==> src/rtl/counter_pkg.sv <==
// Shared definitions for the count monitor: FSM state encoding and direction constants.
package counter_pkg;

    typedef enum logic [1:0] {
        SYNC  = 2'd0,
        ACQ   = 2'd1,
        TRACK = 2'd2
    } state_t;

    localparam logic DIR_UP = 1'b1;
    localparam logic DIR_DN = 1'b0;

endpackage

==> src/rtl/sat_counter.sv <==
// Saturating event counter; a synchronous clear takes priority over an increment.
module sat_counter #(
    parameter int unsigned WIDTH = 8
) (
    input  logic             clk,
    input  logic             rst,
    input  logic             inc,
    input  logic             clr,
    output logic [WIDTH-1:0] cnt
);

    logic [WIDTH-1:0] cnt_q, cnt_d;

    always_comb begin
        cnt_d = cnt_q;
        if (clr) begin
            cnt_d = '0;
        end else if (inc && (cnt_q != '1)) begin
            cnt_d = cnt_q + WIDTH'(1);
        end
    end

    always_ff @(posedge clk or negedge rst) begin
        if (!rst) begin
            cnt_q <= '0;
        end else begin
            cnt_q <= cnt_d;
        end
    end

    assign cnt = cnt_q;

endmodule

==> src/rtl/count_monitor.sv <==
// Watches an external up/down counter, locks after LOCK_N correct steps and reports
// step errors, direction changes and wraps while locked.
module count_monitor
    import counter_pkg::*;
#(
    parameter int unsigned WIDTH  = 4,
    parameter int unsigned CNT_W  = 8,
    parameter int unsigned LOCK_N = 2
) (
    input  logic             clk,
    input  logic             rst,
    input  logic             en,
    input  logic             up_down,
    input  logic [WIDTH-1:0] count,
    input  logic             clr_stats,
    output logic             locked,
    output logic             err_pulse,
    output logic             err_sticky,
    output logic             dir_change,
    output logic [CNT_W-1:0] err_cnt,
    output logic [CNT_W-1:0] wrap_up_cnt,
    output logic [CNT_W-1:0] wrap_dn_cnt
);

    localparam int unsigned GOOD_W = $clog2(LOCK_N + 1);
    localparam logic [GOOD_W-1:0] GOOD_TGT = GOOD_W'(LOCK_N);

    state_t            state_q, state_d;
    logic [GOOD_W-1:0] good_q, good_d, good_inc;
    logic [WIDTH-1:0]  prev_count_q, prev_count_d, expected;
    logic              prev_ud_q, prev_ud_d;
    logic              match;
    logic              err_ev, dir_ev, wrap_up_ev, wrap_dn_ev;
    logic              locked_q, err_pulse_q, dir_change_q;
    logic              err_sticky_q, err_sticky_d;

    assign expected = (prev_ud_q == DIR_DN) ? prev_count_q - WIDTH'(1)
                                            : prev_count_q + WIDTH'(1);
    // A held count never equals the expected value, so it falls out as a mismatch.
    assign match    = (count == expected);
    assign good_inc = good_q + GOOD_W'(1);

    always_comb begin
        state_d      = state_q;
        good_d       = good_q;
        prev_count_d = prev_count_q;
        prev_ud_d    = prev_ud_q;
        err_ev       = 1'b0;
        dir_ev       = 1'b0;
        wrap_up_ev   = 1'b0;
        wrap_dn_ev   = 1'b0;
        if (!en) begin
            state_d = SYNC;
            good_d  = '0;
        end else begin
            prev_count_d = count;
            prev_ud_d    = up_down;
            case (state_q)
                SYNC: begin
                    state_d = ACQ;
                    good_d  = '0;
                end
                ACQ: begin
                    if (!match) begin
                        good_d = '0;
                    end else if (good_inc == GOOD_TGT) begin
                        state_d = TRACK;
                        good_d  = '0;
                    end else begin
                        good_d = good_inc;
                    end
                end
                TRACK: begin
                    dir_ev     = (up_down != prev_ud_q);
                    wrap_up_ev = (prev_ud_q == DIR_UP) && (prev_count_q == '1) && (count == '0);
                    wrap_dn_ev = (prev_ud_q == DIR_DN) && (prev_count_q == '0) && (count == '1);
                    if (!match) begin
                        err_ev  = 1'b1;
                        state_d = ACQ;
                        good_d  = '0;
                    end
                end
                default: begin
                    state_d = SYNC;
                    good_d  = '0;
                end
            endcase
        end
    end

    always_comb begin
        err_sticky_d = err_sticky_q;
        if (clr_stats) begin
            err_sticky_d = 1'b0;
        end else if (err_ev) begin
            err_sticky_d = 1'b1;
        end
    end

    always_ff @(posedge clk or negedge rst) begin
        if (!rst) begin
            state_q      <= SYNC;
            good_q       <= '0;
            prev_count_q <= '0;
            prev_ud_q    <= 1'b0;
            locked_q     <= 1'b0;
            err_pulse_q  <= 1'b0;
            dir_change_q <= 1'b0;
            err_sticky_q <= 1'b0;
        end else begin
            state_q      <= state_d;
            good_q       <= good_d;
            prev_count_q <= prev_count_d;
            prev_ud_q    <= prev_ud_d;
            locked_q     <= (state_d == TRACK);
            err_pulse_q  <= err_ev;
            dir_change_q <= dir_ev;
            err_sticky_q <= err_sticky_d;
        end
    end

    sat_counter #(
        .WIDTH (CNT_W)
    ) u_err_cnt (
        .clk (clk),
        .rst (rst),
        .inc (err_ev),
        .clr (clr_stats),
        .cnt (err_cnt)
    );

    sat_counter #(
        .WIDTH (CNT_W)
    ) u_wrap_up_cnt (
        .clk (clk),
        .rst (rst),
        .inc (wrap_up_ev),
        .clr (clr_stats),
        .cnt (wrap_up_cnt)
    );

    sat_counter #(
        .WIDTH (CNT_W)
    ) u_wrap_dn_cnt (
        .clk (clk),
        .rst (rst),
        .inc (wrap_dn_ev),
        .clr (clr_stats),
        .cnt (wrap_dn_cnt)
    );

    assign locked     = locked_q;
    assign err_pulse  = err_pulse_q;
    assign dir_change = dir_change_q;
    assign err_sticky = err_sticky_q;

endmodule

==> config.mk <==
export PLATFORM = sky130hd
export DESIGN_NAME = count_monitor
export DESIGN_NICKNAME = d
export VERILOG_FILES = /design/src/rtl/counter_pkg.sv /design/src/rtl/sat_counter.sv /design/src/rtl/count_monitor.sv
export SDC_FILE = /design/constraint.sdc
export NUM_CORES = 1
export LEC_CHECK = 0
export CAP_MARGIN = 20
export CORE_ASPECT_RATIO = 1.25
export CORE_MARGIN = 3
export CORE_UTILIZATION = 40
export DETAILED_ROUTE_END_ITERATION = 8
export PLACE_DENSITY = 0.75
export SYNTH_ARGS = -nofsm -noshare
export SYNTH_HDL_FRONTEND = slang
export SYNTH_SLANG_ARGS = --single-unit
==> constraint.sdc <==
create_clock -name clk -period 6.35 [get_ports clk]
set_input_delay 1.27 -clock clk [delete_from_list [all_inputs] [get_ports clk]]
set_output_delay 1.27 -clock clk [all_outputs]
set_load 0.01 [all_outputs]
==> results.sh, run 1 <==
export IMPL_synth_warnings=0
export IMPL_synth_cells=192
export IMPL_path_max_fanout=9
export IMPL_synthDistinctLibCells=42
export IMPL_async_reset_ff_share_pct=100
export IMPL_rsz0062_at_grt="false"
export IMPL_drt_pass1_iterations=4
export IMPL_core_area_um2=4800
export IMPL_dieArea_um2=5890
export IMPL_cts_buffers=5
export IMPL_fin_crit_ns=3.04
export IMPL_peakVddDrop_mv=0.138
export IMPL_dieWidth_um=69.3
export IMPL_ctsLongestPathBuffers=2
export IMPL_cp_required_ns=6.49
export IMPL_synth_edf_count=0
export IMPL_dpl_hpwl_um=2780
export IMPL_worst_path_largest_cell_delay_ns=0.66
export IMPL_final_period_utilization_pct=47.8
export IMPL_cts_reportedPaths_clkPinSlew_ns=0.07
export IMPL_synth_avg_cell_area_um2=10.4
export IMPL_nets=245
export IMPL_worst_r2r_endpoint="u_err_cnt.cnt[3]"
export IMPL_synth_ff_type="dfrtp_1"
export IMPL_syn_to_final_growth_pct=25.2
export IMPL_max_slew_margin_pct=39.8
export IMPL_final_common_cell="dfrtp_1"
export IMPL_setup_viol=0
export IMPL_start_kind="input pin"
export IMPL_wl_per_cell_um=12.9
export IMPL_synth_area_leaders="dfrtp_1 (46%), xnor2_1 (6.6%), nor2_1 (3.9%)"
export IMPL_routed_via_density=5.42
export IMPL_io_pins=37
export IMPL_total_power_mw=0.509
export IMPL_hold_violations=0
export IMPL_r2r_start="prev_ud_q"
export IMPL_end_kind="flop"
export IMPL_hp_class="reg2reg"
export IMPL_grt_pass1_vias=1501
export IMPL_synth_largest_area_cell="dfrtp_1"
export IMPL_nFillCells=445
export IMPL_cap_viol_max_count=0
export IMPL_place_port_buffers=36
export IMPL_syn_cell_area_um2=2000
export IMPL_fin_cells=291
export IMPL_dr_total_vias=1576
export IMPL_track_usage_pct=13.8
export IMPL_cts_resized=0
export IMPL_ctsHoldBuffers=0
export IMPL_synth_nets=207
export IMPL_crit_path_cell_trace="clkdlybuf4s50_1, and3b_2, nand4_1, nor4b_1, xnor2_1, nor2_1"
export IMPL_ant_nets=0
export IMPL_htreeDepth=2
export IMPL_reg2reg_depth=7
export IMPL_report_final_slew_viol_count=0
export IMPL_timing_clock_skew_ns=0.00473
export IMPL_grt_pass1_wl_um=6630
export IMPL_worstHoldPathCells=1
export IMPL_holdWs_ns=0.519
export IMPL_gp_congestion=0.860
export IMPL_drt_wl_total_um=3750
export IMPL_whs_endpoint="err_sticky"
export IMPL_antenna_cells=0
export IMPL_synth_seq_cells=37
export IMPL_ys_seq_area_share_pct=46.3
export IMPL_place_area_um2=2390
export IMPL_tns_ns=0
export IMPL_drcViolationCount=0
export IMPL_synth_top_area_share_pct=46.3
export IMPL_min_from="err_sticky"
export IMPL_final_cell_mix="dfrtp_1 (37), clkdlybuf4s50_1 (35), nor2_1 (21)"
export IMPL_gr_total_overflow=0
export IMPL_status="complete, no violations"
export IMPL_rows=28
export IMPL_crit_arrival_ns=3.18
export IMPL_clock_sinks=37
export IMPL_start_util_pct=41.7
export IMPL_reg2reg_slack_ns=3.84
export IMPL_die_h_um=85.1
export IMPL_p_leak_nw=0.981
export IMPL_clk_latency_ns=0.28
export IMPL_dp_cells=283
export IMPL_drive_gt1_share_pct=10.4
export IMPL_cts_tree="built"
export IMPL_cts_root_buf="clkbuf_8"
export IMPL_max_freq_mhz=329
export IMPL_power_density_nw_per_um2=203
export IMPL_design_area_um2=2510
export IMPL_worst_pin_slew_ns=0.901
export IMPL_grt_max_degree=38
export IMPL_path_class="in2reg"
export IMPL_first_iter_violations=105
export IMPL_postCtsSetupRepairBufs=0
export IMPL_cp_slowest_cell="clkdlybuf4s50_1"
export IMPL_grt_antenna_before_repair=0
-- worst max-delay path, delay by kind of cell --
family                 cells  cell delay (ns)
buffers and inverters      1             0.66
XOR/XNOR                   1             0.16
AND/OR/NAND/NOR            4             1.08
-- cells by family (layout without fill, tap and decap cells) --
family                   Yosys count  count (layout)  share of synthesized area, %
AND/OR/NAND/NOR                   86              86                          24.1
flip-flops                        37              37                          46.3
AO/OA/AOI/OAI                     29              29                          10.1
XOR/XNOR                          18              18                          9.25
buffers and inverters             11              50                          3.37
adder cells (fa/ha/maj)            6               6                          4.13
multiplexers                       5               5                          2.81
-- cell type report --
cell class                      instances  area, um2  share of cell area, %
Clock buffer                            6       82.6                   3.29
Clock inverter                          2       37.5                   1.50
Inverter                                6       22.5                  0.898
Multi-Input combinational cell        144       1010                   40.2
Sequential cell                        37        926                   36.9
Tap cell                               60       75.1                   2.99
Timing Repair Buffer                   36        355                   14.2
-- synthesized netlist by cell type, types with 5 or more instances --
cell type and count:
a21oi_1 10, dfrtp_1 37, ha_1 5, inv_1 6, mux2_2 5, nand2_1 11
nand3_1 11, nand4_1 5, nor2_1 21, nor2b_1 5, nor4_1 10, o21ai_0 9
xnor2_1 15
-- power by group --
group / switching [mW] / internal, mW
Sequential: 0.00524 / 0.239
Clock: 0.0806 / 0.128
Combinational: 0.0307 / 0.0253
-- state kept, by name (all words and copies together) (netlist names) --
signal             count
u_wrap_up_cnt.cnt      8
prev_ud_q              1
state_q                2
dir_change             1
u_wrap_dn_cnt.cnt      8
err_sticky             1
good_q                 2
err_pulse              1
prev_count_q           4
locked                 1
u_err_cnt.cnt          8
-- layer usage --
layer | up-vias | global-route usage [%] | share of wire (%)
li1 | 772 | - | -
met1 | 763 | 16.4 | 44
met2 | 35 | 23.8 | 50
met3 | 6 | 2.73 | 4.1
met4 | 0 | 6.93 | 1.8
met5 | - | 0 | 0
-- per-stage QoR --
stage	util, %	setup slack, ns
floorplan	-	3.75
global placement	49.7	3.01
detailed placement	49.7	2.99
CTS	52.2	3.30
global route	52.2	3.15
finish	52.2	3.31
-- how the worst max path moves through the flow --
stage | slack, ns | cells past startpoint | endpoint | startpoint
global route | 3.15 | 6 | u_wrap_dn_cnt.cnt[4] | en
floorplan | 3.75 | 5 | u_err_cnt.cnt[6] | count[2]
CTS | 3.30 | 6 | u_wrap_dn_cnt.cnt[4] | en
finish | 3.31 | 6 | u_wrap_dn_cnt.cnt[4] | en
global placement | 3.01 | 6 | u_wrap_dn_cnt.cnt[4] | en
detailed placement | 2.99 | 6 | u_wrap_dn_cnt.cnt[4] | en
Note: power is estimated with default switching activity, not from simulation.
==> run 2, diff against run 1 <==
==> constraint.sdc (replaced) <==
create_clock -name clk -period 3 [get_ports clk]
set_input_delay 0.6 -clock clk [delete_from_list [all_inputs] [get_ports clk]]
set_output_delay 0.6 -clock clk [all_outputs]
set_load 0.01 [all_outputs]
==> run 2 against run 1 <==
  * Non-clock buffer count grew 2
  * Combinational power grew 110%
  * Critical endpoint is now u_err_cnt.cnt[3]
  * Clock-buffer cell count grew 1
  * Clock power grew 68%
  * Hold slack lost 0.12 ns
==> results.sh, run 2 (synthesis gave the netlist of run 1 again) <==
export IMPL_path_class="reg2reg"
export IMPL_cap_viol_max_count=0
export IMPL_p_leak_nw=0.978
export IMPL_final_period_utilization_pct=82.5
export IMPL_clock_sinks=37
export IMPL_cts_resized=0
export IMPL_grt_pass1_vias=1540
export IMPL_max_freq_mhz=404
export IMPL_setup_viol=0
export IMPL_fin_crit_ns=2.48
export IMPL_gr_total_overflow=0
export IMPL_worst_path_largest_cell_delay_ns=0.55
export IMPL_dpl_hpwl_um=2830
export IMPL_status="complete, no violations"
export IMPL_htreeDepth=2
export IMPL_ctsHoldBuffers=0
export IMPL_fin_ws_ns=0.524
export IMPL_cts_buffers=5
export IMPL_nets=247
export IMPL_final_common_cell="dfrtp_1"
export IMPL_grt_antenna_before_repair=0
export IMPL_seqPwrFrac_pct=52.4
export IMPL_postLayoutCoreUtil_pct=51.9
export IMPL_report_final_slew_viol_count=0
export IMPL_grt_max_degree=38
export IMPL_ant_nets=0
export IMPL_holdWs_ns=0.395
export IMPL_regArea_um2=926
export IMPL_wl_per_cell_um=13.4
export IMPL_tns_ns=0
export IMPL_ctsLongestPathBuffers=2
export IMPL_syn_to_final_growth_pct=24.3
export IMPL_crit_path_cell_trace="inv_1, ha_1, xnor3_1, o211ai_4, o31ai_4, nor2b_1, mux2_2"
export IMPL_die_h_um=85.1
export IMPL_dieArea_um2=5890
export IMPL_hold_violations=0
export IMPL_crit_arrival_ns=2.65
export IMPL_intPower_mw=0.744
export IMPL_io_pins=37
export IMPL_p_sw_share_pct=24.6
export IMPL_gp_congestion=0.817
export IMPL_rsz0062_at_grt="false"
export IMPL_cp_top_family="compound AO/OA/AOI/OAI gates"
export IMPL_track_usage_pct=14.0
export IMPL_path_max_fanout=16
export IMPL_grt_pass1_wl_um=6590
export IMPL_drt_wl_total_um=3920
export IMPL_dr_total_vias=1606
export IMPL_cp_required_ns=3.18
export IMPL_drive_gt1_share_pct=10.3
export IMPL_pwr_share_comb_pct=12.1
export IMPL_antenna_cells=0
export IMPL_postCtsSetupRepairBufs=0
export IMPL_power_density_nw_per_um2=397
export IMPL_multi_input_area_um2=1010
export IMPL_worst_path_stages=7
export IMPL_max_slew_margin_pct=45.8
export IMPL_hp_class="in2async"
export IMPL_drt_pass1_iterations=4
export IMPL_power_switching_mw=0.243
export IMPL_core_area_um2=4800
export IMPL_nFillCells=429
export IMPL_worst_pin_slew_ns=0.813
export IMPL_cts_tree="built"
export IMPL_path_buf_inv=1
export IMPL_peakVddDrop_mv=0.231
export IMPL_start_kind="flop"
export IMPL_place_ws_ns=0.360
export IMPL_routed_via_density=5.50
export IMPL_drcViolationCount=0
export IMPL_cts_root_buf="clkbuf_8"
export IMPL_start_util_pct=41.7
export IMPL_first_iter_violations=131
export IMPL_dieWidth_um=69.3
export IMPL_cts_reportedPaths_clkPinSlew_ns=0.07
export IMPL_end_kind="flop"
export IMPL_clkPwrFrac_pct=35.5
export IMPL_cp_slowest_cell="o31ai_4"
export IMPL_reg2reg_depth=7
export IMPL_clk_latency_ns=0.29
export IMPL_place_port_buffers=36
export IMPL_final_cell_mix="dfrtp_1 (37), clkdlybuf4s50_1 (35), nor2_1 (21)"
export IMPL_timing_clock_skew_ns=0.00380
export IMPL_rows=28
[run 2: cell count changes in the layout (fill, tap and decap cells not counted)]
cell        previous run  this run
bufinv_16              1         0
clkinvlp_4             1         0
clkbuf_1               0         1
buf_4                  0         2
[run 2: metal layers]
layer / global-route usage (%) / share of wire, % / wire length [um] / vias to the layer above
li1: - / - / - / 767
met1: 16.2 / 44 / 1720 / 793
met2: 23.9 / 49 / 1940 / 38
met3: 2.84 / 4.4 / 172 / 8
met4: 8.53 / 2.3 / 90 / 0
met5: 0 / 0 / 0 / -
[run 2: stage by stage]
step           power (mW)  cells  instance area [um2]
6_report            0.987    292                 2490
5_1_grt              1.03    292                 2490
4_1_cts             0.998    292                 2490
3_5_place_dp        0.647    285                 2400
3_3_place_gp        0.644    285                 2400
2_1_floorplan       0.612    192                 2000
[run 2: layout make-up]
class | count | area share [%]
Clock buffer | 7 | 3.47
Sequential cell | 37 | 37.2
Multi-Input combinational cell | 144 | 40.5
Tap cell | 60 | 3.02
Timing Repair Buffer | 38 | 14.9
Inverter | 6 | 0.905
[run 2: final timing paths]
kind,from,end,slack [ns]
min in group clk,err_sticky,err_sticky,0.50
max in group asynchronous,rst,u_err_cnt.cnt[0],2.08
worst max-delay path,prev_ud_q,u_err_cnt.cnt[3],0.52
worst min-delay path,rst,u_wrap_dn_cnt.cnt[5],0.40
worst min register to register,err_sticky,err_sticky,0.50
worst max register to register,prev_ud_q,u_err_cnt.cnt[3],0.52
[run 2: power groups by stage]
stage | clock, mW | combinational (mW) | sequential, mW
2_1_floorplan | 0 | 0.0881 | 0.524
6_report | 0.350 | 0.120 | 0.517
3_5_place_dp | 0 | 0.120 | 0.527
4_1_cts | 0.360 | 0.121 | 0.517
5_1_grt | 0.377 | 0.130 | 0.518
3_3_place_gp | 0 | 0.118 | 0.526
[run 2: worst register-to-register path, stage by stage, from the launching register on]
cell	delay (ns)
dfrtp_1	0.42
inv_1	0.12
ha_1	0.32
xnor3_1	0.44
o211ai_4	0.14
o31ai_4	0.55
nor2b_1	0.11
mux2_2	0.28
